$ cat config.mk
export PLATFORM = sky130hd
export DESIGN_NAME = sat_counter
export DESIGN_NICKNAME = d
export VERILOG_FILES = /design/src/rtl/truth_table_checker_sat_counter.sv
export SDC_FILE = /design/constraint.sdc
export NUM_CORES = 1
export LEC_CHECK = 0
export ABC_AREA = 1
export BUFFER_PORTS_ARGS = -buffer_cell sky130_fd_sc_hd__buf_2
export CORE_AREA = 2 2 39 41
export CTS_CLUSTER_SIZE = 24
export DETAILED_ROUTE_END_ITERATION = 8
export DIE_AREA = 0 0 41 43
export PLACE_DENSITY = 0.55
export SYNTH_ARGS = -nofsm -noshare
export SYNTH_HDL_FRONTEND = slang
export SYNTH_SLANG_ARGS = --single-unit
$ cat constraint.sdc
create_clock -name clk -period 1.7 [get_ports clk]
set_clock_uncertainty 0.15 [all_clocks]
set_input_delay 0.34 -clock clk [delete_from_list [all_inputs] [get_ports clk]]
set_output_delay 0.34 -clock clk [all_outputs]
set_load 0.005 [all_outputs]
$ cat src/rtl/truth_table_checker_sat_counter.sv
// Saturating up-counter with synchronous clear; holds at all-ones.
module sat_counter #(
  parameter int W = 8
) (
  input  logic         clk,
  input  logic         rst,
  input  logic         clear,
  input  logic         inc,
  output logic [W-1:0] count
);

  always_ff @(posedge clk) begin
    if (rst || clear) begin
      count <= '0;
    end else if (inc && (count != {W{1'b1}})) begin
      count <= count + W'(1);
    end
  end

endmodule

---- Yosys cells after proc, flatten, opt, wreduce, memory -nomap -nowiden ----
Index checks and enable logic that the tools add are counted.
storage, ports and cells
  input port bits ......................... 4
  logic and storage cells ................. 5
  register bits ........................... 8
  output and inout bits ................... 8
cells by class
  eq/ne operators ......................... 1
  add/subtract/negate cells ............... 1
  reduce and logical (&&, ||, !) cells .... 2
operator list
  cell                                          number
  adder 8 x 1 -> 8 bit, second input constant   1
  inequality test 8 bit, second input constant  1
  logical AND 1 bit                             1
  logical OR 1 bit                              1

---- Depth between registers and ports, before layout ----
  word-level depth ........................ 2
  mapped depth ............................ 8
  mapped depth without buffers ............ 8

---- Worst setup path before layout ----
Ideal clock, no wire load.
  path type ............................... register to register
  start point ............................. reg count[0]
  end point ............................... reg count[5]
  required time ........................... 1.435 ns
  data arrival time ....................... 1.102 ns
  buffers on the path ..................... 1
  setup time .............................. 0.115 ns
  slack ................................... 0.333 ns
  period minus slack after synthesis ...... 1.367 ns
  stages on the path, launching flop included .. 8
  path through ............................ dfxtp_1 -> ha_1 -> nand2_1 -> nor2_1 -> nand2_2 -> buf_6 -> a21oi_1 -> nor2_1
on the way
  longest elaborated chain between the ends .. 2
  elaborated cells on any way between the ends .. 3
  classes of those cells .................. add/sub: 1; eq/ne: 1; reduce/logical: 1
RTL lines
  item                                                          RTL line  RTL
  start: declaration                                            9         output logic [W-1:0] count
  start signal: assignment                                      16        count <= count + W'(1);
  branches (longest 2 deep; another with adder 8 x 1 -> 8 bit)  n/a
Several ways; the timed one is not identified.
A chain may end at the register's enable or synchronous reset.

---- Worst setup path after layout ----
  start point ............................. reg count[0]
  end point ............................... reg count[3]
The elaborated chain is that of the path after synthesis.

==> results.toml <==
[setup_path]
required_ns = 1.70
crit_path_start_kind = "register"
endpoint_kind = "register"
cp_max_fo = 11
reg2reg_slack_ns = 0.24
worstSetupPathType = "register to register"
arrival_ns = 1.45

[cts]
clock-root-buffer = "clkbuf_4"
numCtsBuffers = 3
clock_latency_ns = 0.26
cts_resized = 0
cts_sinks = 8
clock_path_buffers = 2
path_clk_slew_ns = 0.06
post_cts_buffers = 0
htreeDepth = 1
holdBufCountCts = 0
cts_tree = "yes"

[sta]
max_freq_mhz = 687
tightest_slew_ns = 0.243
slew_headroom_pct = 83.7
hold_violations = 0
timing.setup.tns_ns = 0
fin_crit_ns = 1.46
setup_viol = 0
final.setup.worst_slack_ns = 0.243
period_share_pct = 85.7
whs_ns = 0.248
drv_slew = 0
rsz0062_at_grt = "false"

[floorplanning]
core_um2 = 1380
die_x_um = 41
boundaryPins = 12
die_h_um = 43
initial_core_util_pct = 32.4
placementRows = 14
dieArea_um2 = 1760

[detailed_routing]
drt_iter0_drc = 2
routed_wl_um = 847
drt_pass1_iterations = 3
avgViaCountPerCell = 4.52
antenna_left = 0
drc_errors = 0
wl_per_cell_um = 8.82
num_vias = 434

[final_layout]
drive_above_1_share_pct = 25.0
num-nets-final = 87
layout_common_cells = "nand2_1 (20), nor2_1 (13), buf_2 (11)"
area_growth_pct = 19.3
final_common_cell = "nand2_1"
reg_top3 = "count x8"
finalNonFillerCells = 96
final_cell_area_um2 = 534
antennaDiodeCount = 0
fillers = 160
largest_reg_flops = 8
fin_util_pct = 38.6
top_register = "count"

[synthesis]
syn-num-nets = 72
ys_seq_area_share_pct = 35.8
syn_inst = 67
syn_avg_cell_area_um2 = 6.69
ys_ff_latch = 8
ys_types = 17
synth-warning-count = 0
syn_area_um2 = 448

[placement]
globalplace.congestion = 0.740
place_ws_ns = 0.259
placed_cells = 93
place_area_um2 = 512
hpwl_um = 644
io_buffers = 11

[global_route]
grt_max_degree = 12
grt_pass1_wl_mm = 1.41
antenna_found_initial = 0
overflow = 0
grtUsageTotal_pct = 11.9
grt_pass1_vias = 360

[power]
p_leak_nw = 0.264
powerDensity_nw_per_um2 = 686
total_power_mw = 0.367
ir_drop_v = 0.000310

[status]
status = "finished, final reports clean"

[job]
drv_cap = 0

[hold_path]
min_path_type = "primary input to register"
[cells in the mapped netlist]
master     n  area [um^2]
ha_1       1         12.5
clkinv_1   1         3.75
nand2_2    1         6.26
nor3_1     1         5.00
inv_2      1         3.75
dfxtp_1    8          160
nand3b_2   1         11.3
inv_1      6         22.5
a31oi_1    1         6.26
nor2_1    13         48.8
buf_6      1         11.3
a21oi_1    5         25.0
nor2_8     1         20.0
nand3_1    4         20.0
nand2_1   20         75.1
nor2_2     1         6.26
nand3_2    1         10.0
[logic make-up after synthesis]
| family | count (synthesis) | synth area share, % |
|---|---|---|
| AO/OA/AOI/OAI | 6 | 6.98 |
| adder cells (fa/ha/maj) | 1 | 2.79 |
| buffers and inverters | 9 | 9.22 |
| flip-flops | 8 | 35.8 |
| AND/OR/NAND/NOR | 43 | 45.3 |
[worst paths after layout]
path | startpoint | endpoint | cells after the start
worst max-delay path | count[0] | count[3] | 8
worst min register to register | count[6] | count[6] | 2
worst min-delay path | rst | count[0] | 4
worst max register to register | count[0] | count[3] | 8
[report_power, final]
| group | total [mW] | internal (mW) | switching, mW | leakage [nW] |
|---|---|---|---|---|
| sequential | 0.192 | 0.190 | 0.00237 | 0.0647 |
| combinational | 0.0252 | 0.0117 | 0.0135 | 0.186 |
| clock | 0.149 | 0.0811 | 0.0683 | 0.0138 |
[area by class of cell]
type,count,area (um^2),area share [%]
Clock buffer,3,22.5,4.22
Inverter,8,30.0,5.62
Multi-Input combinational cell,50,246,46.1
Sequential cell,8,160,30.0
Tap cell,16,20.0,3.75
Timing Repair Buffer,11,55.1,10.3
[routing by layer]
layer	share of wire, %	track usage, %
met2	45	15.9
met5	0	0
met4	0.59	8.00
met1	49	15.9
met3	5.2	3.14
[critical path, cell delays in order, from the launching register on]
cell and delay, ns:
dfxtp_1 0.39, ha_1 0.19, nand2_1 0.07, nor2_1 0.12, nand2_2 0.17, nand2_1 0.12
nand2_1 0.05, nand2_1 0.05, nor2_1 0.03
(Power assumes the default switching activity.)
